<file path="src/rtl/tile_mover_pkg.sv">
// rtl/tile_mover_pkg.sv - shared game encodings: directions, mover states, screen limits
// Purpose: constants and types shared by the tile mover, the game-control FSM and the renderer.
// Ports: none (package).
package tile_mover_pkg;

    typedef enum logic [1:0] {
        DIR_UP    = 2'd0,
        DIR_DOWN  = 2'd1,
        DIR_LEFT  = 2'd2,
        DIR_RIGHT = 2'd3
    } dir_t;

    typedef enum logic [1:0] {
        S_IDLE = 2'd0,
        S_MOVE = 2'd1,
        S_DONE = 2'd2
    } mover_state_t;

    // Largest legal character-origin coordinates on the playfield.
    localparam int SCREEN_X_MAX = 152;
    localparam int SCREEN_Y_MAX = 112;

endpackage

</file>
<file path="src/rtl/tile_mover_if.sv">
// rtl/tile_mover_if.sv - command/tick/position bundle between game control, rate divider and mover
// Purpose: groups the mover's handshake and position signals.
// Ports (signals): tick, cmd_valid, cmd_dir[1:0] toward the mover;
//                  cmd_ready, pos_x[7:0], pos_y[6:0], busy, done, blocked from the mover.
// Modports: master = command/tick source side, slave = the mover itself.
interface tile_mover_if;

    logic       tick;
    logic       cmd_valid;
    logic [1:0] cmd_dir;
    logic       cmd_ready;
    logic [7:0] pos_x;
    logic [6:0] pos_y;
    logic       busy;
    logic       done;
    logic       blocked;

    modport master (
        output tick, cmd_valid, cmd_dir,
        input  cmd_ready, pos_x, pos_y, busy, done, blocked
    );

    modport slave (
        input  tick, cmd_valid, cmd_dir,
        output cmd_ready, pos_x, pos_y, busy, done, blocked
    );

endinterface

</file>
<file path="src/rtl/tile_move_check.sv">
// rtl/tile_move_check.sv - combinational one-tile move legality check
// Purpose: says whether moving one tile from (i_pos_x, i_pos_y) in i_dir stays on screen.
// Ports: i_pos_x[7:0], i_pos_y[6:0] current origin; i_dir[1:0] direction; o_legal move allowed.
module tile_move_check
    import tile_mover_pkg::*;
#(
    parameter int TILE  = 8,
    parameter int X_MAX = SCREEN_X_MAX,
    parameter int Y_MAX = SCREEN_Y_MAX
) (
    input  logic [7:0] i_pos_x,
    input  logic [6:0] i_pos_y,
    input  logic [1:0] i_dir,
    output logic       o_legal
);

    localparam logic [8:0] TILE9  = 9'(TILE);
    localparam logic [8:0] X_MAX9 = 9'(X_MAX);
    localparam logic [8:0] Y_MAX9 = 9'(Y_MAX);

    // 9-bit operands so pos + TILE can never wrap back into range.
    logic [8:0] w_x9;
    logic [8:0] w_y9;

    assign w_x9 = {1'b0, i_pos_x};
    assign w_y9 = {2'b00, i_pos_y};

    always_comb begin
        o_legal = 1'b0;
        case (dir_t'(i_dir))
            DIR_UP:    o_legal = (w_y9 >= TILE9);
            DIR_DOWN:  o_legal = ((w_y9 + TILE9) <= Y_MAX9);
            DIR_LEFT:  o_legal = (w_x9 >= TILE9);
            DIR_RIGHT: o_legal = ((w_x9 + TILE9) <= X_MAX9);
            default:   o_legal = 1'b0;
        endcase
    end

endmodule

</file>
<file path="src/rtl/tile_mover.sv">
// rtl/tile_mover.sv - moves the character one tile per command, one pixel per tick
// Purpose: accepts a direction command, checks legality, steps the position one pixel per
//          tick until a full tile is covered, then pulses done (with blocked if rejected).
// Ports: clock, resetn (async, active-low);
//        bus (slave): tick, cmd_valid, cmd_dir in; cmd_ready, pos_x, pos_y, busy, done, blocked out.
module tile_mover
    import tile_mover_pkg::*;
#(
    parameter int TILE   = 8,
    parameter int X_MAX  = SCREEN_X_MAX,
    parameter int Y_MAX  = SCREEN_Y_MAX,
    parameter int X_INIT = 0,
    parameter int Y_INIT = 0
) (
    input  logic          clock,
    input  logic          resetn,
    tile_mover_if.slave   bus
);

    mover_state_t r_state, w_state_nxt;
    logic [3:0]   r_remaining, w_remaining_nxt;
    dir_t         r_dir, w_dir_nxt;
    logic         r_blocked, w_blocked_nxt;
    logic [7:0]   r_pos_x, w_pos_x_nxt;
    logic [6:0]   r_pos_y, w_pos_y_nxt;
    logic         w_legal;

    tile_move_check #(
        .TILE  (TILE),
        .X_MAX (X_MAX),
        .Y_MAX (Y_MAX)
    ) u_check (
        .i_pos_x (r_pos_x),
        .i_pos_y (r_pos_y),
        .i_dir   (bus.cmd_dir),
        .o_legal (w_legal)
    );

    always_ff @(posedge clock or negedge resetn) begin
        if (!resetn) begin
            r_state     <= S_IDLE;
            r_remaining <= 4'd0;
            r_dir       <= DIR_UP;
            r_blocked   <= 1'b0;
            r_pos_x     <= 8'(X_INIT);
            r_pos_y     <= 7'(Y_INIT);
        end else begin
            r_state     <= w_state_nxt;
            r_remaining <= w_remaining_nxt;
            r_dir       <= w_dir_nxt;
            r_blocked   <= w_blocked_nxt;
            r_pos_x     <= w_pos_x_nxt;
            r_pos_y     <= w_pos_y_nxt;
        end
    end

    always_comb begin
        w_state_nxt     = r_state;
        w_remaining_nxt = r_remaining;
        w_dir_nxt       = r_dir;
        w_blocked_nxt   = r_blocked;
        w_pos_x_nxt     = r_pos_x;
        w_pos_y_nxt     = r_pos_y;
        case (r_state)
            S_IDLE: begin
                // cmd_ready is high in IDLE, so cmd_valid alone means accept.
                if (bus.cmd_valid) begin
                    w_dir_nxt = dir_t'(bus.cmd_dir);
                    if (w_legal) begin
                        w_state_nxt     = S_MOVE;
                        w_remaining_nxt = 4'(TILE);
                    end else begin
                        w_state_nxt   = S_DONE;
                        w_blocked_nxt = 1'b1;
                    end
                end
            end
            S_MOVE: begin
                if (bus.tick) begin
                    case (r_dir)
                        DIR_UP:    w_pos_y_nxt = r_pos_y - 7'd1;
                        DIR_DOWN:  w_pos_y_nxt = r_pos_y + 7'd1;
                        DIR_LEFT:  w_pos_x_nxt = r_pos_x - 8'd1;
                        DIR_RIGHT: w_pos_x_nxt = r_pos_x + 8'd1;
                        default:   w_pos_x_nxt = r_pos_x;
                    endcase
                    w_remaining_nxt = r_remaining - 4'd1;
                    if (r_remaining == 4'd1) begin
                        w_state_nxt = S_DONE;
                    end
                end
            end
            S_DONE: begin
                w_blocked_nxt = 1'b0;
                w_state_nxt   = S_IDLE;
            end
            default: begin
                w_state_nxt = S_IDLE;
            end
        endcase
    end

    // Status outputs decode state/registers only; no input reaches an output combinationally.
    assign bus.cmd_ready = (r_state == S_IDLE);
    assign bus.busy      = (r_state == S_MOVE);
    assign bus.done      = (r_state == S_DONE);
    assign bus.blocked   = (r_state == S_DONE) && r_blocked;
    assign bus.pos_x     = r_pos_x;
    assign bus.pos_y     = r_pos_y;

endmodule

</file>
<file path="src/flat_wrapper.sv">
// flat-port wrapper written by rule: the top's interface ports become plain ports
module tile_mover_flat import tile_mover_pkg::*;
#(
    parameter int TILE   = 8,
    parameter int X_MAX  = SCREEN_X_MAX,
    parameter int Y_MAX  = SCREEN_Y_MAX,
    parameter int X_INIT = 0,
    parameter int Y_INIT = 0
)
  (clock, resetn, bus_tick, bus_cmd_valid, bus_cmd_dir, bus_cmd_ready, bus_pos_x, bus_pos_y, bus_busy, bus_done, bus_blocked);
  tile_mover_if bus_i ();
  input  logic clock;
  input  logic resetn;
  input wire logic [$bits(bus_i.tick)-1:0] bus_tick;
  input wire logic [$bits(bus_i.cmd_valid)-1:0] bus_cmd_valid;
  input wire logic [$bits(bus_i.cmd_dir)-1:0] bus_cmd_dir;
  output wire logic [$bits(bus_i.cmd_ready)-1:0] bus_cmd_ready;
  output wire logic [$bits(bus_i.pos_x)-1:0] bus_pos_x;
  output wire logic [$bits(bus_i.pos_y)-1:0] bus_pos_y;
  output wire logic [$bits(bus_i.busy)-1:0] bus_busy;
  output wire logic [$bits(bus_i.done)-1:0] bus_done;
  output wire logic [$bits(bus_i.blocked)-1:0] bus_blocked;
  assign bus_i.tick = bus_tick;
  assign bus_i.cmd_valid = bus_cmd_valid;
  assign bus_i.cmd_dir = bus_cmd_dir;
  assign bus_cmd_ready = bus_i.cmd_ready;
  assign bus_pos_x = bus_i.pos_x;
  assign bus_pos_y = bus_i.pos_y;
  assign bus_busy = bus_i.busy;
  assign bus_done = bus_i.done;
  assign bus_blocked = bus_i.blocked;
  tile_mover #(.TILE(TILE), .X_MAX(X_MAX), .Y_MAX(Y_MAX), .X_INIT(X_INIT), .Y_INIT(Y_INIT)) u_core (.clock(clock), .resetn(resetn), .bus(bus_i));
endmodule
</file>
<file path="config.mk">
export PLATFORM = sky130hd
export DESIGN_NAME = tile_mover_flat
export DESIGN_NICKNAME = d
export VERILOG_FILES = /design/src/rtl/tile_mover_pkg.sv /design/src/rtl/tile_mover_if.sv /design/src/rtl/tile_move_check.sv /design/src/rtl/tile_mover.sv /design/src/flat_wrapper.sv
export SDC_FILE = /design/constraint.sdc
export NUM_CORES = 1
export LEC_CHECK = 0
export BUFFER_PORTS_ARGS = -buffer_cell sky130_fd_sc_hd__buf_2
export CAP_MARGIN = 20
export CORE_MARGIN = 2
export CORE_UTILIZATION = 45
export CTS_CLUSTER_DIAMETER = 60
export DETAILED_ROUTE_END_ITERATION = 8
export PLACE_DENSITY = 0.61
export SLEW_MARGIN = 30
export SYNTH_ARGS = -nofsm -noshare
export SYNTH_HDL_FRONTEND = slang
export SYNTH_SLANG_ARGS = --single-unit
</file>
<file path="constraint.sdc">
create_clock -name clock -period 3.1 [get_ports clock]
set_clock_uncertainty 0.15 [all_clocks]
set_input_delay 0.155 -clock clock [delete_from_list [all_inputs] [get_ports clock]]
set_output_delay 0.155 -clock clock [all_outputs]
set_load 0.03 [all_outputs]
</file>
======== Word level (Yosys, flattened, before mapping) ========
Index checks and enable logic that the tools add are counted.
word-level totals
  register bits ........................... 24
  input port bits ......................... 6
  output and inout port bits .............. 19
  logic and storage cells ................. 60
cells by class
  add/sub/neg operators ................... 7
  magnitude comparators ................... 4
  equal/unequal tests ..................... 14
  muxes and demuxes ....................... 15
  reduce and logical (&&, ||, !) cells .... 14
operators by type and width
  kind                                                            number
  one-hot mux 8 bit (2 select lines)                              1
  one-hot mux 7 bit (2 select lines)                              1
  two-way mux 4 bit                                               3
  AND reduction 3 bit                                             4
  equality test 2 bit, second input constant                      5
  adder 8 x 4 -> 9 bit, second input constant                     1
  less-or-equal comparator 9 x 8 -> 1 bit, second input constant  1
  adder 7 x 4 -> 8 bit, second input constant                     1
  adder 8 x 1 -> 8 bit, second input constant                     1
  >= comparator 8 x 4 -> 1 bit, second input constant             1
  less-or-equal comparator 8 x 7 -> 1 bit, second input constant  1
  two-way mux 2 bit                                               4
  one-hot mux 4 bit (2 select lines)                              1
  nonzero test 2 bit                                              4
  subtractor 8 x 1 -> 8 bit, second input constant                1
  adder 7 x 1 -> 7 bit, second input constant                     1
  >= comparator 7 x 4 -> 1 bit, second input constant             1
  subtractor 7 x 1 -> 7 bit, second input constant                1
  equality test 2 x 1 -> 1 bit, second input constant             3
  zero test 2 bit                                                 3
  != test 2 bit, second input constant                            3
  equality test 4 x 1 -> 1 bit, second input constant             1
  != test 2 x 1 -> 1 bit, second input constant                   2
  one-hot mux 1 bit (4 select lines)                              1
  7 further kinds                                                 8

======== Logic depth before layout (Yosys ltp) ========
  word-level depth ........................ 6
  gate-level depth with buffers ........... 8

======== Hierarchy ========
A second synthesis with hierarchy kept.
unflattened totals
  cells, all modules ...................... 186
  area, all modules ....................... 1691.6 um^2
by module, submodules not included
  module           instances  cells each  area each (um^2)
  tile_mover       1          163         1536.5
  tile_move_check  1          23          155.1

======== Worst setup path after synthesis ========
OpenSTA, ideal clock, no wires.
  path kind ............................... reg-to-reg
  from .................................... register u_core.r_dir[0]
  to ...................................... register u_core.r_pos_y[6] (netlist: u_core.bus.pos_y[6])
  arrival time ............................ 2.032 ns
  slack ................................... 0.782 ns
  stages on the path, launching flop included .. 9
  path buffers ............................ 1
  clock period less this slack ............ 2.318 ns
  path through ............................ dfrtp_1 > clkbuf_1 > nand2b_1 > fa_1 > a211oi_1 > nor2_1 > and4_1 > nor3_1 > xnor2_1
on the way
  word-level cells in the longest chain between the ends .. 3
  elaborated cells between the ends (all ways) .. 5
  those cells by class .................... eq/ne (1); mux (1); reduce/logical (3)
ends and longest elaborated chain
  item                                                             line              text
  from (decl)                                                      tile_mover.sv:22  dir_t r_dir, w_dir_nxt;
  from (signal assigned)                                           tile_mover.sv:50  r_dir <= w_dir_nxt;
  equality test 2 x 1 -> 1 bit or zero test 2 bit (tied branches)  tile_mover.sv:80  case (r_dir)
  nonzero test 2 bit (no line)                                     n/a
  AND reduction 3 bit (no line)                                    n/a
  to (signal assigned)                                             tile_mover.sv:46  r_pos_y <= 7'(Y_INIT);
  to (signal assigned)                                             tile_mover.sv:53  r_pos_y <= w_pos_y_nxt;
  to (decl)                                                        tile_mover.sv:25  logic [6:0] r_pos_y, w_pos_y_nxt;
Several ways; a longest one is shown, not always the timed one.
A chain may end at the register's enable or synchronous reset.

======== Worst setup path in the final report ========
Same ends and word-level chain as after synthesis.

==> reports/metrics.yaml <==
rsz0062_at_grt: "false"
io_pins: 25
vias: 1423
hold_path_depth: 3
clockBufferDepth: 2
start_util_pct: 46.76
critPathKind: "flop to flop"
postLayoutCellArea_um2: 1927
cts_root_buf: "clkbuf_8"
synth_mux_area_share_pct: 1.252
avgViaCountPerCell: 5.494
hp-start: "bus_cmd_dir[1]"
setup-tns-final_ns: 0
slew_headroom_pct: 64.55
max_stage_delay_ns: 0.56
grt_pass1_vias: 1412
seq_area_frac_synth_pct: 35.35
place_area_um2: 1862
synth_edf_count: 0
gp_congestion: 0.8596
tightest_slew_ns: 0.5317
clk_pin_slew_ns: 0.08
port_buffers: 24
dieArea_um2: 4283
avgSynthCellArea_um2: 9.135
syn-num-nets: 210
ys_types: 45
syn2layout_area_growth_pct: 13.40
critPathLaunchType: "flop"
gr-total-overflow: 0
synthesis.area_um2: 1699
synthArstFlopShare_pct: 100.0
max_freq_mhz: 397.0
r2r_slack_ns: 0.58
first_iter_violations: 60
crit_path_end_kind: "flop"
cp_cell_sequence: "nand2b_1 > fa_1 > a211oi_1 > nor2_1 > and4_1 > nor3_1 > xnor2_1"
core_area_um2: 3633
critPathRequiredTime_ns: 3.14
cts-buffers-inserted: 3
postCtsSetupBuffers: 0
die_w_um: 65.45
ys_ff_latch: 24
synth_top_area_cell: "dfrtp_1"
hold_buffers: 1
synth-xor-area-share_pct: 7.732
antenna_cells: 0
final-setup-viol-count: 0
regToRegEndpoint: "u_core.bus.pos_y[6]"
crit_fanout: 12
synthAdderAreaFrac_pct: 14.14
yosysTopAreaCellShare_pct: 35.35
first_pass_iters: 4
syn_inst: 186
period_needed_ns: 2.519
grt_use_total_pct: 18.88
r2r-start: "u_core.r_dir[0]"
grt_max_degree: 25
maxCapViolations: 0
wl_um: 3647
slowest_stage: "dfrtp_1"
drc: 0
synth_compound_area_share_pct: 20.62
nets: 236
ctsResizeCount: 0
dp_hpwl_um: 2804
startpoint: "u_core.r_dir[0]"
synthTopCellsByArea: "dfrtp_1 (35%), ha_1 (12%), xnor2_1 (5.7%)"
cts_tree: "yes"
final_hold_viol_count: 0
arrival_ns: 2.56
min_to: "u_core.r_dir[1]"
drive_above_1_share_pct: 15.64
yosysWarningCount: 0
numClockSinks: 24
insertion_delay_ns: 0.26
ant_nets: 0
synth_top_family_by_area: "compound AO/OA/AOI/OAI gates"
r2r_cells: 7
rows: 22
status: "completed"
dieHeight_um: 65.45
ys.flop_type: "dfrtp_1"
critical_path_buf_inv_count: 0
grt_pass1_wl_um: 6265
critical-path-top-delay-family: "simple AND/OR/NAND/NOR gates"
wire_per_inst_um: 14.08
hold_path_class: "primary input to flop"
htreeDepth: 1
synthSimpleGateAreaFrac_pct: 17.67
synth_commonest_cells: "dfrtp_1 (24), nand2_1 (24), o21ai_0 (19)"
post-route-period-util_pct: 81.26
antenna_found_initial: 0
cp_num_cells: 7
slew_violations: 0
-- worst min-delay path, delay by kind of cell --
family | cells | cell delay (ns)
buf+inv | 2 | 0.16
compound gates | 1 | 0.07
-- worst max-delay path by stage --
stage	slack (ns)	endpoint
2_1_floorplan	0.78	u_core.bus.pos_y[6]
3_3_place_gp	0.77	u_core.bus.pos_y[6]
3_5_place_dp	0.64	u_core.bus.pos_y[6]
4_1_cts	0.63	u_core.bus.pos_y[6]
5_1_grt	0.41	u_core.bus.pos_y[6]
6_report	0.58	u_core.bus.pos_y[6]
-- metal layers --
metal  up-vias  routed length [µm]  global-route usage, %
met3         6                 104                  2.911
met1       669                1807                  25.03
li1        726                   -                      -
met5         -                   0                      0
met2        22                1662                  30.36
met4         0                  72                  8.594
-- sequential cells by signal, indices dropped and copies added (netlist names) --
signal              count
u_core.bus.pos_x        8
u_core.bus.pos_y        7
u_core.r_blocked        1
u_core.r_dir            2
u_core.r_remaining      4
u_core.r_state          2
-- through the flow --
stage	hold WS (ns)	std cells	utilization [%]	worst slack (ns)
after detailed placement	0.01991	254	51.24	0.6447
after floorplan	-0.2906	186	-	0.7817
after global routing	0.02863	259	53.03	0.4066
after global placement	0.01320	254	51.24	0.7656
final	0.02115	259	53.03	0.5810
after CTS	0.01749	259	53.03	0.6273
-- cell type report --
| cell class | instances | area (µm²) |
|---|---|---|
| Timing Repair Buffer | 25 | 130.1 |
| Fill cell | 360 | 1707 |
| Tap cell | 48 | 60.06 |
| Sequential cell | 24 | 600.6 |
| Clock buffer | 4 | 55.05 |
| Multi-Input combinational cell | 148 | 1044 |
| Inverter | 10 | 37.54 |
-- placed cells by master (no fill, tap or decap), types with 4 or more instances in the layout --
cell / instances
buf_2: 24
ha_1: 16
xnor2_1: 11
xor2_1: 4
nor3_1: 6
nand2_1: 24
clkbuf_8: 4
dfrtp_1: 24
a21oi_1: 13
nor2_1: 5
o21ai_0: 19
inv_1: 10
-- cells by family after synthesis --
group                      after synthesis
buffers and inverters                   14
and+or+nand+nor                         58
xor gates and xnor gates                15
DFF                                     24
muxes                                    2
AOI/OAI and AO/OA                       55
adders and majority gates               18
Power is not shown: default switching activity piles up to over one toggle a cycle in this logic, so the estimate is an artifact.
